**config.mk**
```make
export PLATFORM = sky130hd
export DESIGN_NAME = pipe_hazard_ctrl
export DESIGN_NICKNAME = d
export VERILOG_FILES = /design/src/rtl/pipe_pkg.sv /design/src/rtl/fwd_unit.sv /design/src/rtl/pipe_hazard_ctrl.sv
export SDC_FILE = /design/constraint.sdc
export NUM_CORES = 1
export LEC_CHECK = 0
export CORE_UTILIZATION = 44
export DETAILED_ROUTE_END_ITERATION = 7
export PLACE_DENSITY = 0.86
export REMOVE_ABC_BUFFERS = 1
export SLEW_MARGIN = 20
export SYNTH_ARGS = -nofsm -noshare
export SYNTH_HDL_FRONTEND = slang
export SYNTH_HIERARCHICAL = 1
export SYNTH_SLANG_ARGS = --single-unit
```
**constraint.sdc**
```tcl
create_clock -name clk -period 5.4 [get_ports clk]
set_clock_uncertainty 0.1 [all_clocks]
set_input_delay 1.62 -clock clk [delete_from_list [all_inputs] [get_ports clk]]
set_output_delay 1.62 -clock clk [all_outputs]
set_load 0.005 [all_outputs]
```
**src/rtl/pipe_pkg.sv**
```systemverilog
// Shared opcodes, forwarding-select encoding and hazard FSM states for the 5-stage pipeline.
package pipe_pkg;

  localparam logic [5:0] OP_LW  = 6'h23;
  localparam logic [5:0] OP_SW  = 6'h2B;
  localparam logic [5:0] OP_BEQ = 6'h04;
  localparam logic [5:0] OP_BNE = 6'h05;
  localparam logic [5:0] OP_J   = 6'h02;
  localparam logic [5:0] OP_JAL = 6'h03;

  typedef enum logic [1:0] {
    FWD_RF = 2'b00,
    FWD_WB = 2'b01,
    FWD_MM = 2'b10
  } fwd_sel_t;

  typedef enum logic [1:0] {
    RUN      = 2'b00,
    MEM_WAIT = 2'b01,
    HALT     = 2'b10
  } hz_state_t;

endpackage

```
**src/rtl/fwd_unit.sv**
```systemverilog
// Operand forwarding select for one EX source register; EX/MM beats MM/WB, loads only from MM/WB.
module fwd_unit
  import pipe_pkg::*;
(
  input  logic [4:0] src_reg_i,
  input  logic       ex_mm_wr_en_i,
  input  logic [4:0] ex_mm_wr_num_i,
  input  logic       ex_mm_is_load_i,
  input  logic       mm_wb_wr_en_i,
  input  logic [4:0] mm_wb_wr_num_i,
  output logic [1:0] sel_o
);

  fwd_sel_t sel;

  always_comb begin
    sel = FWD_RF;
    if (ex_mm_wr_en_i && (ex_mm_wr_num_i != 5'd0) && (ex_mm_wr_num_i == src_reg_i) &&
        !ex_mm_is_load_i) begin
      sel = FWD_MM;
    end else if (mm_wb_wr_en_i && (mm_wb_wr_num_i != 5'd0) && (mm_wb_wr_num_i == src_reg_i)) begin
      sel = FWD_WB;
    end
  end

  assign sel_o = sel;

endmodule

```
**src/rtl/pipe_hazard_ctrl.sv**
```systemverilog
// Pipeline hazard controller: stage enables/flushes, memory-wait timeout FSM, forwarding, counters.
module pipe_hazard_ctrl
  import pipe_pkg::*;
#(
  parameter int unsigned MEM_TIMEOUT = 16,
  parameter int unsigned CNT_W       = 32
) (
  input  logic             clk,
  input  logic             rst,
  input  logic [4:0]       rs_if_id,
  input  logic [4:0]       rt_if_id,
  input  logic [5:0]       opcode_id_ex,
  input  logic [4:0]       wr_num_id_ex,
  input  logic             wr_en_reg_id_ex,
  input  logic [4:0]       rs_id_ex,
  input  logic [4:0]       rt_id_ex,
  input  logic             branch_taken_ex,
  input  logic [5:0]       opcode_ex_mm,
  input  logic [4:0]       wr_num_ex_mm,
  input  logic             wr_en_reg_ex_mm,
  input  logic [4:0]       wr_num_mm_wb,
  input  logic             wr_en_reg_mm_wb,
  input  logic             mem_ready,
  output logic             en_pc,
  output logic             en_if_id,
  output logic             en_id_ex,
  output logic             en_ex_mm,
  output logic             flush_if_id,
  output logic             flush_id_ex,
  output logic             bubble_mm_wb,
  output logic [1:0]       fwd_a_sel,
  output logic [1:0]       fwd_b_sel,
  output logic             halted,
  output logic             mem_err,
  output logic [CNT_W-1:0] stall_cnt,
  output logic [CNT_W-1:0] flush_cnt
);

  localparam logic [15:0] TimeoutLast = 16'(MEM_TIMEOUT - 1);

  hz_state_t        state_q, state_d;
  logic [15:0]      wait_q, wait_d;
  logic             err_q, err_d;
  logic [CNT_W-1:0] stall_q, stall_d;
  logic [CNT_W-1:0] flush_q, flush_d;

  logic mem_op, mem_stall, load_use, is_load_mm;
  logic stall_inc, flush_inc;
  logic [1:0] fwd_a_raw, fwd_b_raw;

  assign is_load_mm = (opcode_ex_mm == OP_LW);
  assign mem_op     = is_load_mm || (opcode_ex_mm == OP_SW);
  assign mem_stall  = mem_op && !mem_ready;
  assign load_use   = (opcode_id_ex == OP_LW) && wr_en_reg_id_ex && (wr_num_id_ex != 5'd0) &&
                      ((wr_num_id_ex == rs_if_id) || (wr_num_id_ex == rt_if_id));

  always_comb begin
    en_pc        = 1'b1;
    en_if_id     = 1'b1;
    en_id_ex     = 1'b1;
    en_ex_mm     = 1'b1;
    flush_if_id  = 1'b0;
    flush_id_ex  = 1'b0;
    bubble_mm_wb = 1'b0;
    halted       = 1'b0;
    stall_inc    = 1'b0;
    flush_inc    = 1'b0;
    if (rst) begin
      {en_pc, en_if_id, en_id_ex, en_ex_mm} = 4'b0000;
      flush_if_id  = 1'b1;
      flush_id_ex  = 1'b1;
      bubble_mm_wb = 1'b1;
    end else if (state_q == HALT) begin
      {en_pc, en_if_id, en_id_ex, en_ex_mm} = 4'b0000;
      bubble_mm_wb = 1'b1;
      halted       = 1'b1;
    end else if (mem_stall) begin
      // Whole front end freezes; a taken branch in EX is held until the access completes.
      {en_pc, en_if_id, en_id_ex, en_ex_mm} = 4'b0000;
      bubble_mm_wb = 1'b1;
      stall_inc    = 1'b1;
    end else if (branch_taken_ex) begin
      flush_if_id = 1'b1;
      flush_id_ex = 1'b1;
      flush_inc   = 1'b1;
    end else if (load_use) begin
      en_pc       = 1'b0;
      en_if_id    = 1'b0;
      flush_id_ex = 1'b1;
      stall_inc   = 1'b1;
    end
  end

  always_comb begin
    state_d = state_q;
    wait_d  = wait_q;
    err_d   = err_q;
    unique case (state_q)
      RUN: begin
        if (mem_stall) begin
          if (MEM_TIMEOUT == 1) begin
            state_d = HALT;
            err_d   = 1'b1;
          end else begin
            state_d = MEM_WAIT;
            wait_d  = 16'd1;
          end
        end
      end
      MEM_WAIT: begin
        if (!mem_stall) begin
          state_d = RUN;
          wait_d  = 16'd0;
        end else if (wait_q == TimeoutLast) begin
          state_d = HALT;
          err_d   = 1'b1;
        end else begin
          wait_d = wait_q + 16'd1;
        end
      end
      HALT: begin
        state_d = HALT;
      end
      default: begin
        state_d = RUN;
        wait_d  = 16'd0;
      end
    endcase
  end

  always_comb begin
    stall_d = stall_q;
    flush_d = flush_q;
    if (stall_inc && (stall_q != '1)) stall_d = stall_q + CNT_W'(1);
    if (flush_inc && (flush_q != '1)) flush_d = flush_q + CNT_W'(1);
  end

  always_ff @(posedge clk or posedge rst) begin
    if (rst) begin
      state_q <= RUN;
      wait_q  <= 16'd0;
      err_q   <= 1'b0;
      stall_q <= '0;
      flush_q <= '0;
    end else begin
      state_q <= state_d;
      wait_q  <= wait_d;
      err_q   <= err_d;
      stall_q <= stall_d;
      flush_q <= flush_d;
    end
  end

  fwd_unit u_fwd_a (
    .src_reg_i       (rs_id_ex),
    .ex_mm_wr_en_i   (wr_en_reg_ex_mm),
    .ex_mm_wr_num_i  (wr_num_ex_mm),
    .ex_mm_is_load_i (is_load_mm),
    .mm_wb_wr_en_i   (wr_en_reg_mm_wb),
    .mm_wb_wr_num_i  (wr_num_mm_wb),
    .sel_o           (fwd_a_raw)
  );

  fwd_unit u_fwd_b (
    .src_reg_i       (rt_id_ex),
    .ex_mm_wr_en_i   (wr_en_reg_ex_mm),
    .ex_mm_wr_num_i  (wr_num_ex_mm),
    .ex_mm_is_load_i (is_load_mm),
    .mm_wb_wr_en_i   (wr_en_reg_mm_wb),
    .mm_wb_wr_num_i  (wr_num_mm_wb),
    .sel_o           (fwd_b_raw)
  );

  assign fwd_a_sel = rst ? 2'b00 : fwd_a_raw;
  assign fwd_b_sel = rst ? 2'b00 : fwd_b_raw;
  assign mem_err   = err_q;
  assign stall_cnt = stall_q;
  assign flush_cnt = flush_q;

endmodule

```
[Yosys cells after proc, flatten, opt, wreduce, memory -nomap -nowiden]
Cells that the tools add are included.
Storage, ports and cells
  flip-flop bits (word level): 83
  latch bits: 0
  RAM bits: 0
  bits in read-only memories: 0
  input port bits: 54
  output and inout bits: 77
  logic and storage cells: 92
  memories kept: 0
Cells by class
  add/subtract/negate cells: 3
  multipliers: 0
  divide/modulo/power cells: 0
  $lt $le $gt $ge: 0
  equality and inequality tests: 17
  shift-type cells: 0
  muxes and demuxes: 41
  bitwise operators: 1
  reduce and logical (&&, ||, !) cells: 25
Operator list (count)
  $add A32 B1 Y32 const B: 2
  $ne A32 B32 Y1 const B: 2
  $mux W16: 3
  $pmux W16 S3: 1
  $eq A5 B5 Y1: 6
  $mux W1: 29
  $eq A6 B6 Y1 const B: 3
  $add A16 B1 Y16 const B: 1
  $eq A16 B4 Y1 const B: 1
  $reduce_bool A5 Y1: 3
  $logic_and A1 B1 Y1: 14
  $mux W2: 7
  $ne A3 B3 Y1 const B: 2
  $pmux W2 S3: 1
  $reduce_and A3 Y1: 2
  $eq A2 B1 Y1 const B: 1
  $eq A2 B2 Y1 const B: 1
  $logic_not A1 Y1: 2
  $logic_not A2 Y1: 1
  $logic_or A1 B1 Y1: 2
  $ne A2 B2 Y1 const B: 1
  $reduce_and A2 Y1: 1
  $not A1 Y1: 1

[Longest topological paths before layout]
Gate-level depths: netlist of the first run.
  depth after elaboration: 10
  gate-level depth with buffers: 9
  mapped depth without buffers: 7

[Cells and area by module]
Netlist of the first run, hierarchy kept.
By module, submodules not included
  pipe_hazard_ctrl: times used 1, cells each 452, area each 4545.6 µm², sequential area each 2077.0 µm²
  fwd_unit: times used 2, cells each 21, area each 161.4 µm², sequential area each 0.0 µm²

[Worst setup path after synthesis of the first run]
Ideal clock, no wire load.
  kind: input to output
  start point: input port rst
  end point: output port flush_id_ex
  data arrival time: 3.886 ns
  data required time: 3.680 ns
  setup slack: -0.206 ns
  cell stages on the path: 3
  path buffers: 0
  cells stage by stage: inv_1 -> nand2_1 -> o21bai_1
Between the ends
  cells in the longest elaborated chain, start to end: 1
Ends and longest elaborated chain
  start, declared: RTL line pipe_hazard_ctrl.sv:9  | input logic rst,
  $mux W1: RTL line pipe_hazard_ctrl.sv:68  | if (rst) begin
  end, declared: RTL line pipe_hazard_ctrl.sv:29  | output logic flush_id_ex,
No other way between the ends.

[Worst setup path after layout of the first run]
  start point: input port wr_num_id_ex[3]
  end point: output port en_if_id
Between the ends
  cells in the longest elaborated chain, start to end: 8
  elaborated cells on any way between the ends: 11
  those cells by class: eq/ne (2); mux (5); reduce/logical (4)
Ends and longest elaborated chain
  start, declared: RTL line pipe_hazard_ctrl.sv:13  | input logic [4:0] wr_num_id_ex,
  $eq A5 B5 Y1 or $reduce_bool A5 Y1 (tied branches): RTL line pipe_hazard_ctrl.sv:55, pipe_hazard_ctrl.sv:54
  $logic_or A1 B1 Y1 or $logic_and A1 B1 Y1 (tied branches): RTL line pipe_hazard_ctrl.sv:55, pipe_hazard_ctrl.sv:54
  $logic_and A1 B1 Y1 (*): RTL line pipe_hazard_ctrl.sv:54  | assign load_use = (opcode_id_ex == OP_LW) && wr_en_reg_id_ex && (wr_num_id_ex != 5'd0) &&
  $mux W1 (*): RTL line pipe_hazard_ctrl.sv:86  | end else if (load_use) begin
  $mux W1 (*): RTL line pipe_hazard_ctrl.sv:82  | end else if (branch_taken_ex) begin
  $mux W1 (*): RTL line pipe_hazard_ctrl.sv:77  | end else if (mem_stall) begin
  $mux W1 (*): RTL line pipe_hazard_ctrl.sv:73  | end else if (state_q == HALT) begin
  $mux W1 (*): RTL line pipe_hazard_ctrl.sv:68
  end, declared: RTL line pipe_hazard_ctrl.sv:25  | output logic en_if_id,
Every way passes the cells marked *; elsewhere a longest branch is shown, timed or not.

==> results.md, run 1 <==
* Status: completed
* Final std cells w/o fill at 773
* First-pass GRT wire length at 19500 um
* Combinational power share at 11.4%
* Most used routing layer: met2
* Mapped Cells at 494
* Nets at 685
* Met1 usage at 26.3%
* Cell row count at 38
* Pre-Repair DR Iteration Count at 4
* Worst IR Drop VDD at 123 uV
* Flop pwr share at 53.7%
* Synth async-reset ratio at 100%
* Post-synth top area share at 42.7%
* HPWL Detailed at 8490 um
* Max cap viols at 0
* Worst-Margin Slew at 0.800 ns
* Core Footprint at 0.0108 sq mm
* Clk sinks at 83
* Total Die Area at 0.0115 sq mm
* Main area contributors after synthesis: dfrtp_1, xnor2_1, xor2_1, nand3_1, nand2_1
* Worst setup margin at 0.0737 ns
* Setup TNS at 0 ns
* Pre-CTS setup slack at 0.0166 ns
* Register area share after synthesis at 42.7%
* Clock Power Share at 34.9%
* Drt via density at 5.35
* Hold Crit Class: register to register
* Post-synth EDFFs at 0
* Largest net degree at the start of global routing at 85
* IO buf count at 130
* Worst-path clk slew at 0.08 ns
* Chip width at 107 um
* Tmin final at 5.33 ns
* Critical Path Start Type: input pin
* Fin. max-slew vios at 0
* Routability Congestion at 0.866
* Worst-path fanout max at 3
* RSZ-0062 raised after global routing: false
* Global-route usage over all layers at 21.2%
* Worst-Skew Late Latency at 0.35 ns
* Wirelength, routed at 11700 um
* Via Count at 4137
* Flops & latches, synth at 83
* Cell accounting for the most synthesized area: dfrtp_1
* Synth Warn # at 6
* Starting Density at 45.1%
* Post-DRT Antenna Nets at 0
* DR WL/cell at 15.1 um
* Fin crit share at 98.6%
* Distinct cell type count after synthesis at 58
* Cts-stage hold buffer count at 0
* N_diodes at 0
* WS Path Type: input pin to output port
* Layout cells sized above 1 at 8.69%
* Peak Freq at 188 MHz
* DR DRC count at 0
* Initial antenna violation count at 0
* Sw Ratio at 24.8%
* Layout area overhead at 33.8%
* Vias in the first global route at 4165
* Cts bufs inserted at 9
* H-tree levels at 3
* Crit path capture type: output port
* Placed insts at 756
* Fin. Hold Viols at 0
* M3 GR Usage at 3.71%
* Pleak at 2.67 nW
* Root buf cell: clkbuf_8
* Pint at 0.906 mW
* Top cells by count, synth: dfrtp_1, xnor2_1, xor2_1
* GRT Residual Overflow at 0
* Die extent in y at 107 um
* Crit path DAT at 3.61 ns
* Worst rel slew slack at 46.2%
* CTS tree: built
* Switching power at 0.298 mW
* M2 GR Usage at 37.1%
* Final setup fails at 0
* Most common cell in the synthesized netlist: dfrtp_1
* Initial drt markers at 164
* Io pins at 131
* Syn_area_per_cell at 9.86 sq um
* Cell area power density at 185 mW/mm^2
* Clock Path Buffers at 2
* Worst path required time at 3.68 ns
* Mapped cell area at 0.00487 sq mm
* Main synth FF type: dfrtp_1
worst max-delay path, cell delays in order:
cell and delay (ns):
clkdlybuf4s50_1 0.48, or4_4 0.51, o211ai_1 0.27, nor2_1 0.07, nor2_1 0.13, clkdlybuf4s50_1 0.53
logic make-up after synthesis:
logic type / share of synthesized area, %
AO/OA/AOI/OAI: 5.73
adder cells (fa/ha/maj): 0.771
AND/OR/NAND/NOR: 30.1
flip-flops: 42.7
XOR/XNOR: 17.3
buffers and inverters: 2.57
multiplexers: 0.899
layout make-up:
type                            count  area (sq um)
Clock buffer                       13           159
Clock inverter                      3          21.3
Fill cell                         869          4280
Inverter                           12          46.3
Multi-Input combinational cell    386          2680
Sequential cell                    83          2080
Tap cell                          140           175
Timing Repair Buffer              136          1350
layout by cell type, fill, tap and decap left out, drive strengths merged, types with 3 or more instances in the layout:
master / instances
xnor2: 49
inv: 12
nor4b: 3
clkbuf: 13
nor2: 38
and2: 3
o31ai: 3
o21ai: 11
clkdlybuf4s50: 130
or3: 3
ha: 3
o22ai: 6
o21bai: 3
a21oi: 4
nor4: 20
nand3: 40
nand4: 26
and3: 11
o211ai: 4
and4: 5
nor3: 25
or2: 3
xor2: 47
buf: 6
nor2b: 5
nand2: 46
mux2: 3
dfrtp: 83
nand2b: 6
what timing repair did:
item	CTS	global route
setup endpoints to repair	0	4
setup buffers	0	1
gates resized for setup	0	4
power groups by stage:
stage	combinational [mW]	sequential, mW	clock [mW]
floorplan	0.0488	0.657	0
global placement	0.132	0.658	0
detailed placement	0.137	0.659	0
CTS	0.138	0.647	0.430
global route	0.149	0.649	0.465
finish	0.137	0.647	0.421
path summary, 6_finish.rpt:
check,from,to,slack [ns],depth (start not counted)
min in group asynchronous,rst,stall_cnt[24],1.88,3
hold reg to reg,mem_err,mem_err,0.39,1
hold / removal,mem_err,mem_err,0.39,1
max in group asynchronous,rst,stall_cnt[10],2.75,3
setup reg to reg,state_q[0],flush_cnt[29],2.64,6
setup / recovery,wr_num_id_ex[3],en_if_id,0.07,6
metrics by stage:
stage          utilization, %  cell area, sq um  hold WS [ns]  total power, mW
5_1_grt                  60.3              6510         0.418             1.26
6_report                 60.3              6510         0.388             1.20
3_5_place_dp             58.4              6300         0.369            0.796
2_1_floorplan               -              4790         0.368            0.706
3_3_place_gp             58.4              6300         0.370            0.790
4_1_cts                  60.1              6480         0.392             1.21
flip-flops by register name, summed over array words and instances, names as in the netlist:
register   flops
stall_cnt     32
state_q        2
mem_err        1
wait_q        16
flush_cnt     32
layer usage:
layer | vias to the layer above | share of wire [%]
met4 | 0 | 1.8
met5 | - | 0
li1 | 2011 | -
met3 | 18 | 3.8
met2 | 99 | 52
met1 | 2009 | 43
Note: power is estimated with default switching activity, not from simulation.
==> inputs of run 2 (changes only) <==
--- a/config.mk
+++ b/config.mk
@@ -5,9 +5,9 @@
 export SDC_FILE = /design/constraint.sdc
 export NUM_CORES = 1
 export LEC_CHECK = 0
-export CORE_UTILIZATION = 44
+export CORE_UTILIZATION = 25
 export DETAILED_ROUTE_END_ITERATION = 7
-export PLACE_DENSITY = 0.86
+export PLACE_DENSITY = 0.58
 export REMOVE_ABC_BUFFERS = 1
 export SLEW_MARGIN = 20
 export SYNTH_ARGS = -nofsm -noshare
==> constraint.sdc (replaced) <==
create_clock -name clk -period 5.4 [get_ports clk]
set_clock_uncertainty 0.1 [all_clocks]
set_input_delay 1.62 -clock clk [delete_from_list [all_inputs] [get_ports clk]]
set_output_delay 1.62 -clock clk [all_outputs]
set_load 0.01 [all_outputs]
==> results.md, run 2 (synthesized netlist as in run 1, its figures left out) <==
* Layout cells sized above 1 at 9.45%
* Cell area power density at 209 mW/mm^2
* Layout area overhead at 40.1%
* Worst-path fanout max at 3
* Global-route usage over all layers at 13.6%
* HPWL Detailed at 9530 um
* H-tree levels at 3
* Worst hold slack at 0.385 ns
* Crit path capture type: output port
* Clock Path Buffers at 2
* Fin crit share at 99.1%
* Peak Freq at 187 MHz
* FF-to-FF End: flush_cnt[29]
* RSZ-0062 raised after global routing: true
* Fin. max-slew vios at 0
* Via Count at 4079
* Cts-stage hold buffer count at 0
* Crit path DAT at 3.63 ns
* Starting Density at 25.8%
* Cts bufs inserted at 9
* Pleak at 2.80 nW
* Setup TNS at 0 ns
* Cell row count at 50
* CTS tree: built
* Clk sinks at 83
* DR DRC count at 0
* Placed insts at 879
* Worst path required time at 3.68 ns
* Worst-path clk slew at 0.06 ns
* GRT Residual Overflow at 0
* Most frequent cells in the layout: clkdlybuf4s50_1, dfrtp_1, xnor2_1
* Core Footprint at 0.0189 sq mm
* N_diodes at 0
* Crit path from: wr_num_id_ex[1]
* Worst IR Drop VDD at 133 uV
* Status: completed
* Total Die Area at 0.0200 sq mm
* R2r worst-path depth at 6
* Pre-Repair DR Iteration Count at 4
* Final setup fails at 0
* Final std cells w/o fill at 895
* Hold Crit Class: register to register
* Setup bufs post-CTS at 0
* Die extent in y at 142 um
* Largest net degree at the start of global routing at 52
* End of the critical path: en_if_id
* Tmin final at 5.35 ns
* Vias in the first global route at 4117
* R2R Path Start: state_q[0]
* Fin. Hold Viols at 0
* Chip width at 142 um
* Cts repair resizes at 0
* Initial drt markers at 145
* Drt via density at 4.56
* Worst-Skew Late Latency at 0.34 ns
* Max cap viols at 0
* Min-Delay Path Depth at 1
* First-pass GRT wire length at 21600 um
* Worst rel slew slack at 45.1%
* Post-DRT Antenna Nets at 0
* Initial antenna violation count at 0
* WS Path Type: input pin to output port
* Io pins at 131
* Critical Path Start Type: input pin
* R2R setup slack at 2.66 ns
* Worst-Margin Slew at 0.816 ns
* Root buf cell: clkbuf_16
* DR WL/cell at 14.3 um
* Wirelength, routed at 12800 um
* IO buf count at 130
* Most common cell after layout, fill and taps aside: clkdlybuf4s50_1
* Routability Congestion at 0.799
* Nets at 687
## run 2: worst min-delay path by stage
stage                              from            end  slack (ns)
after floorplan              wait_q[14]     wait_q[14]        0.37
after global placement    flush_cnt[13]  flush_cnt[13]        0.38
after detailed placement        mem_err        mem_err        0.37
after CTS                       mem_err        mem_err        0.39
after global routing            mem_err        mem_err        0.40
final                           mem_err        mem_err        0.39
## run 2: final cells by class
type | count | area [sq um]
fill | 1945 | 12100
multi-input combinational | 386 | 2690
sequential | 83 | 2080
timing repair buffer | 138 | 1370
tap | 260 | 325
clock buffer | 11 | 243
clock inverter | 5 | 62.6
inverter | 12 | 46.3
## run 2: stage by stage
stage / total power [mW] / util [%] / cell area, sq um / worst slack [ns]
final: 1.43 / 36.1 / 6820 / 0.0473
after global routing: 1.49 / 36.1 / 6820 / -0.109
after CTS: 1.44 / 35.9 / 6780 / 0.0378
after detailed placement: 0.802 / 34.3 / 6480 / 0.0374
after global placement: 0.802 / 34.3 / 6480 / 0.0459
after floorplan: 0.711 / - / 4790 / -0.383
## run 2: power breakdown
part	internal (mW)	total (mW)	switching (mW)	leakage, nW
Sequential	0.632	0.648	0.0156	1.12
Combinational	0.0815	0.143	0.0614	1.53
Clock	0.373	0.634	0.262	0.142
Total	1.09	1.43	0.339	2.80
## run 2: per-layer routing
metal	wire, um	share of wire, %	vias to the layer above	GRT usage, %
li1	-	-	2027	-
met1	6160	48	1974	18.3
met2	6130	48	66	21.8
met3	422	3.3	12	3.10
met4	123	0.96	0	3.51
met5	0	0	-	0
## run 2: worst max-delay path, cell delays in order
cell and delay [ns]:
clkdlybuf4s50_1 0.47, or4_4 0.56, o211ai_1 0.22, nor2_1 0.07, nor2_1 0.14, clkdlybuf4s50_1 0.56
